### src/rtl/sc_pkg.sv
// -----------------------------------------------------------------------------
// sc_pkg
// Shared definitions for the stochastic-computing number path: the decoder FSM
// state type, a constant clog2 helper and the width rule for ones counts.
// No ports (package).
// -----------------------------------------------------------------------------
package sc_pkg;

    // Decoder control states.
    typedef enum logic [1:0] {
        IDLE  = 2'd0,
        ACCUM = 2'd1,
        HOLD  = 2'd2
    } sc_state_e;

    // Ceiling log2, usable in parameter and localparam expressions.
    // Returns 0 for values of 0 or 1.
    function automatic int sc_clog2(input int value);
        int result;
        int remaining;
        result    = 0;
        remaining = value - 1;
        while (remaining > 0) begin
            result    = result + 1;
            remaining = remaining >> 1;
        end
        return result;
    endfunction

    // Width of a ones count for N-bit binary numbers. The extra bit lets a
    // window of all ones (count = 2^N) be represented without wrapping.
    function automatic int sc_count_width(input int n);
        return n + 1;
    endfunction

endpackage : sc_pkg

### src/rtl/sc_window_counter.sv
// -----------------------------------------------------------------------------
// sc_window_counter
// Sample counter for one decode window. It counts enabled cycles from zero and
// raises a terminal flag while the count equals LENGTH-1, which is the moment
// the next accepted bit is the last one in the window.
//
// Ports:
//   clk   in   clock, rising edge
//   rst   in   asynchronous active-high reset (count -> 0)
//   clr   in   synchronous clear, takes priority over en
//   en    in   count enable (one accepted sample)
//   last  out  count == LENGTH-1
// -----------------------------------------------------------------------------
module sc_window_counter
    import sc_pkg::*;
#(
    parameter int LENGTH = 1024,
    parameter int W      = (sc_clog2(LENGTH + 1) < 1) ? 1 : sc_clog2(LENGTH + 1)
) (
    input  logic clk,
    input  logic rst,
    input  logic clr,
    input  logic en,
    output logic last
);

    localparam logic [W-1:0] LAST_VALUE = W'(LENGTH - 1);
    localparam logic [W-1:0] ONE        = W'(1);

    logic [W-1:0] count_r;

    // Sample count register: clear wins over enable.
    always_ff @(posedge clk or posedge rst) begin
        if (rst) begin
            count_r <= '0;
        end else if (clr) begin
            count_r <= '0;
        end else if (en) begin
            count_r <= count_r + ONE;
        end else begin
            count_r <= count_r;
        end
    end

    assign last = (count_r == LAST_VALUE);

endmodule : sc_window_counter

### src/rtl/sc_stream_decoder.sv
// -----------------------------------------------------------------------------
// sc_stream_decoder
// Stochastic-to-binary converter. Counts the ones in a unipolar stochastic
// bitstream over a window of LENGTH accepted bits and holds the count for a
// valid/ready sink.
//
// Parameters:
//   N       binary width (LENGTH <= 2^N)
//   LENGTH  window length in accepted bits, 1..2^N
// Ports:
//   clk        in   clock, rising edge
//   rst        in   asynchronous active-high reset
//   start      in   begin a window (IDLE, or HOLD with out_ready)
//   abort      in   drop the window and return to IDLE
//   in_valid   in   in_bit is valid
//   in_bit     in   stochastic stream bit
//   in_ready   out  a bit is accepted this cycle when in_valid is high
//   out_valid  out  out_count holds a completed window result
//   out_ready  in   sink accepts out_count
//   out_count  out  ones in the window, 0..LENGTH (N+1 bits)
//   busy       out  window accumulation in progress
// -----------------------------------------------------------------------------
module sc_stream_decoder
    import sc_pkg::*;
#(
    parameter int N      = 10,
    parameter int LENGTH = 1024
) (
    input  logic         clk,
    input  logic         rst,
    input  logic         start,
    input  logic         abort,
    input  logic         in_valid,
    input  logic         in_bit,
    output logic         in_ready,
    output logic         out_valid,
    input  logic         out_ready,
    output logic [N:0]   out_count,
    output logic         busy
);

    localparam int CW = sc_count_width(N);

    sc_state_e       state_r;
    sc_state_e       next_state_s;
    logic            clr_s;
    logic            accept_s;
    logic            finish_s;
    logic            last_s;
    logic [CW-1:0]   ones_r;
    logic [CW-1:0]   out_count_r;
    logic            out_valid_r;
    logic [CW-1:0]   in_bit_ext_s;

    // in_ready is a pure decode of the state register, so accept has no
    // combinational dependence on in_ready's own inputs.
    assign accept_s     = (state_r == ACCUM) && in_valid;
    assign finish_s     = accept_s && last_s && !abort;
    assign in_bit_ext_s = CW'(in_bit);

    sc_window_counter #(
        .LENGTH (LENGTH)
    ) u_window_counter (
        .clk  (clk),
        .rst  (rst),
        .clr  (clr_s),
        .en   (accept_s && !abort),
        .last (last_s)
    );

    // Next-state and counter-clear decode; abort overrides every state.
    always_comb begin
        next_state_s = state_r;
        clr_s        = 1'b0;
        if (abort) begin
            next_state_s = IDLE;
            clr_s        = 1'b1;
        end else begin
            case (state_r)
                IDLE: begin
                    if (start) begin
                        next_state_s = ACCUM;
                        clr_s        = 1'b1;
                    end else begin
                        next_state_s = IDLE;
                    end
                end
                ACCUM: begin
                    if (accept_s && last_s) begin
                        next_state_s = HOLD;
                    end else begin
                        next_state_s = ACCUM;
                    end
                end
                HOLD: begin
                    if (out_ready && start) begin
                        next_state_s = ACCUM;
                        clr_s        = 1'b1;
                    end else if (out_ready) begin
                        next_state_s = IDLE;
                    end else begin
                        next_state_s = HOLD;
                    end
                end
                default: begin
                    next_state_s = IDLE;
                    clr_s        = 1'b1;
                end
            endcase
        end
    end

    // FSM state register.
    always_ff @(posedge clk or posedge rst) begin
        if (rst) begin
            state_r <= IDLE;
        end else begin
            state_r <= next_state_s;
        end
    end

    // Ones accumulator for the current window.
    always_ff @(posedge clk or posedge rst) begin
        if (rst) begin
            ones_r <= '0;
        end else if (clr_s) begin
            ones_r <= '0;
        end else if (accept_s && in_bit) begin
            ones_r <= ones_r + in_bit_ext_s;
        end else begin
            ones_r <= ones_r;
        end
    end

    // Result register: captures the final count including the last bit, and
    // keeps its value across abort so a later readout is not disturbed.
    always_ff @(posedge clk or posedge rst) begin
        if (rst) begin
            out_count_r <= '0;
        end else if (finish_s) begin
            out_count_r <= ones_r + in_bit_ext_s;
        end else begin
            out_count_r <= out_count_r;
        end
    end

    // out_valid register, high exactly while the FSM sits in HOLD.
    always_ff @(posedge clk or posedge rst) begin
        if (rst) begin
            out_valid_r <= 1'b0;
        end else begin
            out_valid_r <= (next_state_s == HOLD);
        end
    end

    assign in_ready  = (state_r == ACCUM);
    assign busy      = (state_r == ACCUM);
    assign out_valid = out_valid_r;
    assign out_count = out_count_r;

endmodule : sc_stream_decoder

### config.mk
export PLATFORM = sky130hd
export DESIGN_NAME = sc_stream_decoder
export DESIGN_NICKNAME = d
export VERILOG_FILES = /design/src/rtl/sc_pkg.sv /design/src/rtl/sc_window_counter.sv /design/src/rtl/sc_stream_decoder.sv
export SDC_FILE = /design/constraint.sdc
export NUM_CORES = 1
export LEC_CHECK = 0
export ABC_AREA = 1
export CAP_MARGIN = 20
export CORE_MARGIN = 4
export CORE_UTILIZATION = 62
export CTS_BUF_LIST = sky130_fd_sc_hd__clkbuf_2
export CTS_CLUSTER_SIZE = 24
export DETAILED_ROUTE_END_ITERATION = 8
export PLACE_DENSITY = 0.87
export SLEW_MARGIN = 0
export SYNTH_ARGS = -nofsm -noshare
export SYNTH_HDL_FRONTEND = slang
export SYNTH_HIERARCHICAL = 1
export SYNTH_SLANG_ARGS = --single-unit
### constraint.sdc
create_clock -name clk -period 2.3 [get_ports clk]
set_input_delay 0.46 -clock clk [delete_from_list [all_inputs] [get_ports clk]]
set_output_delay 0.46 -clock clk [all_outputs]
set_load 0.01 [all_outputs]
# After elaboration in Yosys (flattened, before gate mapping)

Index checks and enable logic that the tools add are counted.

Register bits: 36
Output and inout bits: 14
Logic and storage cells: 35

Add/subtract/negate cells: 2
Equal/unequal tests: 4
Mux-type cells: 14
Reductions and logical operators: 10

Operators with widths:

| operator              | number |
|---|---|
| $mux 11               | 4 |
| $add 11x1->11         | 1 |
| $add 11x1->11 const B | 1 |
| $eq 11x10->1 const B  | 1 |
| $mux 2                | 4 |
| $logic_and 1x1->1     | 6 |
| $pmux 2 s3            | 1 |
| $eq 2x2->1 const B    | 2 |
| $mux 1                | 4 |
| $reduce_bool 2->1     | 2 |
| $pmux 1 s3            | 1 |
| $eq 2x1->1 const B    | 1 |
| $logic_not 2->1       | 1 |
| $logic_not 1->1       | 1 |

# Depth between registers and ports, before layout

Depth after elaboration: 7
Mapped depth: 10
Gate-level depth less buffers: 10

# Modules after synthesis

Netlist, hierarchy kept.

Modules (own cells, without submodules):

| module            | times used | cells an instance | area each (µm²) |
|---|---|---|---|
| sc_stream_decoder | 1          | 170               | 1311.3 |
| sc_window_counter | 1          | 80                | 590.6 |

# Worst setup path after synthesis

OpenSTA, ideal clock, no wires.

Kind: register -> register
Start point: register u_window_counter.count_r[5]
End point: register out_count_r[9], in the netlist out_count[9]
Arrival: 1.449 ns
Required time: 2.182 ns
Setup slack: 0.734 ns
Cell stages (with the launch flop): 11
Buffers on the path: 1
Clock period less this slack: 1.566 ns
Cells stage by stage: dfrtp_1 nand2_1 nor2_2 nand3_1 nor3_1 nand3_4 nor2_4 inv_2 buf_6 nand2_1 nand2_1

Longest elaborated chain between the ends: 3

Ends and longest elaborated chain:

| item                            | RTL line                 | RTL |
|---|---|---|
| start: declaration              | sc_window_counter.sv:30  | `logic [W-1:0] count_r;` |
| start signal: assignment        | sc_window_counter.sv:39  | `count_r <= count_r + ONE;` |
| start signal: assignment        | sc_window_counter.sv:41  | `count_r <= count_r;` |
| $eq 11x10->1                    | sc_window_counter.sv:45  | `assign last = (count_r == LAST_VALUE);` |
| named net last_s                | sc_stream_decoder.sv:49  | `logic last_s;` |
| $logic_and 1x1->1 (2 in series) | sc_stream_decoder.sv:58  | `assign finish_s = accept_s && last_s && !abort;` |
| end signal: assignment          | sc_stream_decoder.sv:141 | `out_count_r <= ones_r + in_bit_ext_s;` |
| end signal: assignment          | sc_stream_decoder.sv:143 | `out_count_r <= out_count_r;` |
| end: declaration                | sc_stream_decoder.sv:51  | `logic [CW-1:0] out_count_r;` |

The timed path passes the listed nets, and every way through them passes these cells.
A chain may end at the register's enable or synchronous reset.

# Final worst setup path

Start point: register state_r[1]
End point: output busy

Longest elaborated chain between the ends: 1

Ends and longest elaborated chain:

| item                     | RTL line                 | RTL |
|---|---|---|
| start: declaration       | sc_stream_decoder.sv:44  | `sc_state_e state_r;` |
| start signal: assignment | sc_stream_decoder.sv:118 | `state_r <= next_state_s;` |
| $eq 2x1->1               | sc_stream_decoder.sv:157 | `assign busy = (state_r == ACCUM);` |
| end: declaration         | sc_stream_decoder.sv:39  | `output logic busy` |

No other way between the ends.

==> impl_metrics.ini <==
[placed_design]
portBuffers = 20
place_ws_ps = 161
dpl-instance-area_um2 = 2110
gp_congestion = 0.931
hpwlAfterDp_um = 2760

[floorplan]
start_util_pct = 66.7
die_x_um = 63.4
row_count = 19
io_pins = 21
fp.dieArea_um2 = 4020
core-area_um2 = 2850
die_h_um = 63.4

[timing]
relSlewSlack_pct = 70.4
fin_worst_skew_ps = 13.5
finalHoldViolations = 0
min_period_ps = 2070
tightestPinTransition_ps = 444
drv_slew = 0
fin_ws_ps = 232
setup_viol = 0
clock.fmax_ghz = 0.484
fin_crit_sh_pct = 89.9
rsz0062_at_grt = false
setup_tns_ps = 0

[clock_network]
clock-sinks = 36
path_clk_slew_ps = 180
clock_latency_ps = 380
ctsHoldBuffers = 0
cts_root_buffer = clkbuf_2
cts_setup_buffers = 0
cts_resized = 0
htree_num_levels = 2
cts_buffers = 5
cts_tree = done
cts_buffer_depth = 2

[global_route]
met3_usage_pct = 6.39
overflow = 0
grt_pass1_vias = 1481
grt_use_total_pct = 20.5
antenna_found_initial = 0
grt_pass1_wl_um = 6400
use_met1_pct = 23.6
use_met2_pct = 36.5
grt_max_degree = 26
busiest_layer = met2

[pwr]
p_leak_uw = 0.00112
clockPowerShare_pct = 35.0
pwr-share-comb_pct = 6.4
p_int_uw = 839
irDropWorstVdd_mv = 0.673
power.density_nw_per_um2 = 500
p_seq_share_pct = 58.6
switching_share_pct = 22.9
power.switching_uw = 249

[worst_setup_path]
critPathMaxFanout = 6
r2r_setup_slack_ps = 290
arrival_ps = 1610
cp-end-kind = output pin
critical_path_required_ps = 1840
endpoint = busy
r2r-end = out_count[5]$_DFFE_PP0P_
reg2reg_from = u_window_counter/count_r[5]$_DFFE_PP0P_
startpoint = state_r[1]$_DFF_PP0_
path_class = register to output pin
ff2ff_path_depth = 9
worst_setup_path_start_kind = register

[logic_synthesis]
synth_area_um2 = 1900
synth_seq_cells = 36
yosysWarnings = 6
yosys.area.top_type = dfrtp_1
ys_seq_area_share_pct = 47.4
synth_fp_nets = 260
avgSynthCellArea_um2 = 7.61
synth.top_cell.area_share_pct = 47.4
synth_cell_type_count = 26
syn_inst = 250
synthTopCellsByArea = dfrtp_1 47%, nand2_1 20%, nor2_1 4.9%

[routing]
drt_iter0_markers = 72
first_pass_iters = 4
viasPerCell = 5.13
wl_per_cell_um = 11.9
post-route-drc-count = 0
finalWirelength_um = 3650
ant_nets = 0
vias = 1576

[cells_and_area]
fin_util_pct = 76.2
final_common_cell = nand2_1
nNetsFinal = 285
drive_gt1_share_pct = 7.61
syn_to_final_growth_pct = 14.3
design_area_um2 = 2170
diodes = 0
most-common-layout-cells = 103 x nand2_1, 36 x dfrtp_1, 25 x nor2_1

[job]
max_cap_viol_count = 0

[hold_path]
hold_class = primary input to asynchronous set/reset pin

[run_status]
status = complete, no violations
[registers in the layout (all words and copies together), names as in the netlist]
| name | count |
|---|---|
| state_r | 2 |
| out_count | 11 |
| ones_r | 11 |
| u_window_counter/count_r | 11 |
| out_valid | 1 |
[cells in the mapped netlist]
master    number
nand2_1      103
nand4_1        3
xnor2_1        1
nor2b_4        1
clkinv_1       1
nand2_2        1
inv_1         24
dfrtp_1       36
a21oi_1        8
nor4_1         1
nand3_2        2
nor3_1         2
nand3_4        1
o21ai_0        7
nand3_1       15
xor2_1         2
nor2_4         2
inv_2          2
nor2_2         2
nor2_1        25
nand3b_1       1
buf_6          4
ha_1           3
buf_4          1
nor3_2         1
o21bai_1       1
[how the worst min path moves through the flow]
stage                                        start                                       to  slack (ps)  depth (start not counted)
after floorplan                                rst  u_window_counter/count_r[0]$_DFFE_PP0P_         310                          1
final                                          rst  u_window_counter/count_r[3]$_DFFE_PP0P_         370                          2
after CTS                                      rst  u_window_counter/count_r[4]$_DFFE_PP0P_         360                          2
after global routing                           rst  u_window_counter/count_r[4]$_DFFE_PP0P_         340                          2
after detailed placement  out_count[3]$_DFFE_PP0P_                 out_count[3]$_DFFE_PP0P_         460                          2
after global placement    out_count[3]$_DFFE_PP0P_                 out_count[3]$_DFFE_PP0P_         450                          2
[cell families after synthesis]
group                      after synthesis  synth area share (%)
DFF                                     36                  47.4
xor gates and xnor gates                 3                  1.38
and+or+nand+nor                        160                  36.8
buffers and inverters                   32                  8.09
adders and majority gates                3                  1.97
AOI/OAI and AO/OA                       16                  4.34
[metal layers]
| metal | share of wire, % | up-vias |
|---|---|---|
| li1 | - | 829 |
| met1 | 43 | 713 |
| met2 | 52 | 28 |
| met3 | 3.5 | 6 |
| met4 | 1.6 | 0 |
| met5 | 0 | - |
[worst max-delay path: stages, from the launching register on]
cell,delay [ps]
dfrtp_1,470
nor2_4,210
clkdlybuf4s50_1,570
[power by group through the flow]
stage / logic, uW / clock network, uW / registers (uW)
finish: 69.6 / 380 / 638
global route: 78.7 / 430 / 639
CTS: 71.1 / 391 / 638
detailed placement: 70.5 / 0 / 649
global placement: 69.4 / 0 / 649
floorplan: 44.5 / 0 / 649
[metrics by stage]
stage | power [uW] | cells | hold WS [ps]
after global routing | 1150 | 307 | 341
after detailed placement | 719 | 299 | 458
final | 1090 | 307 | 370
after global placement | 718 | 299 | 455
after floorplan | 693 | 250 | 312
after CTS | 1100 | 307 | 360
[cell type report]
type / instances / area, um2
Fill cell: 224 / 679
Timing Repair Buffer: 23 / 223
Clock buffer: 5 / 25.0
Clock inverter: 3 / 37.5
Tap cell: 31 / 38.8
Sequential cell: 36 / 901
Multi-Input combinational cell: 182 / 847
Inverter: 27 / 101
Power figures use the tool's default switching activity.
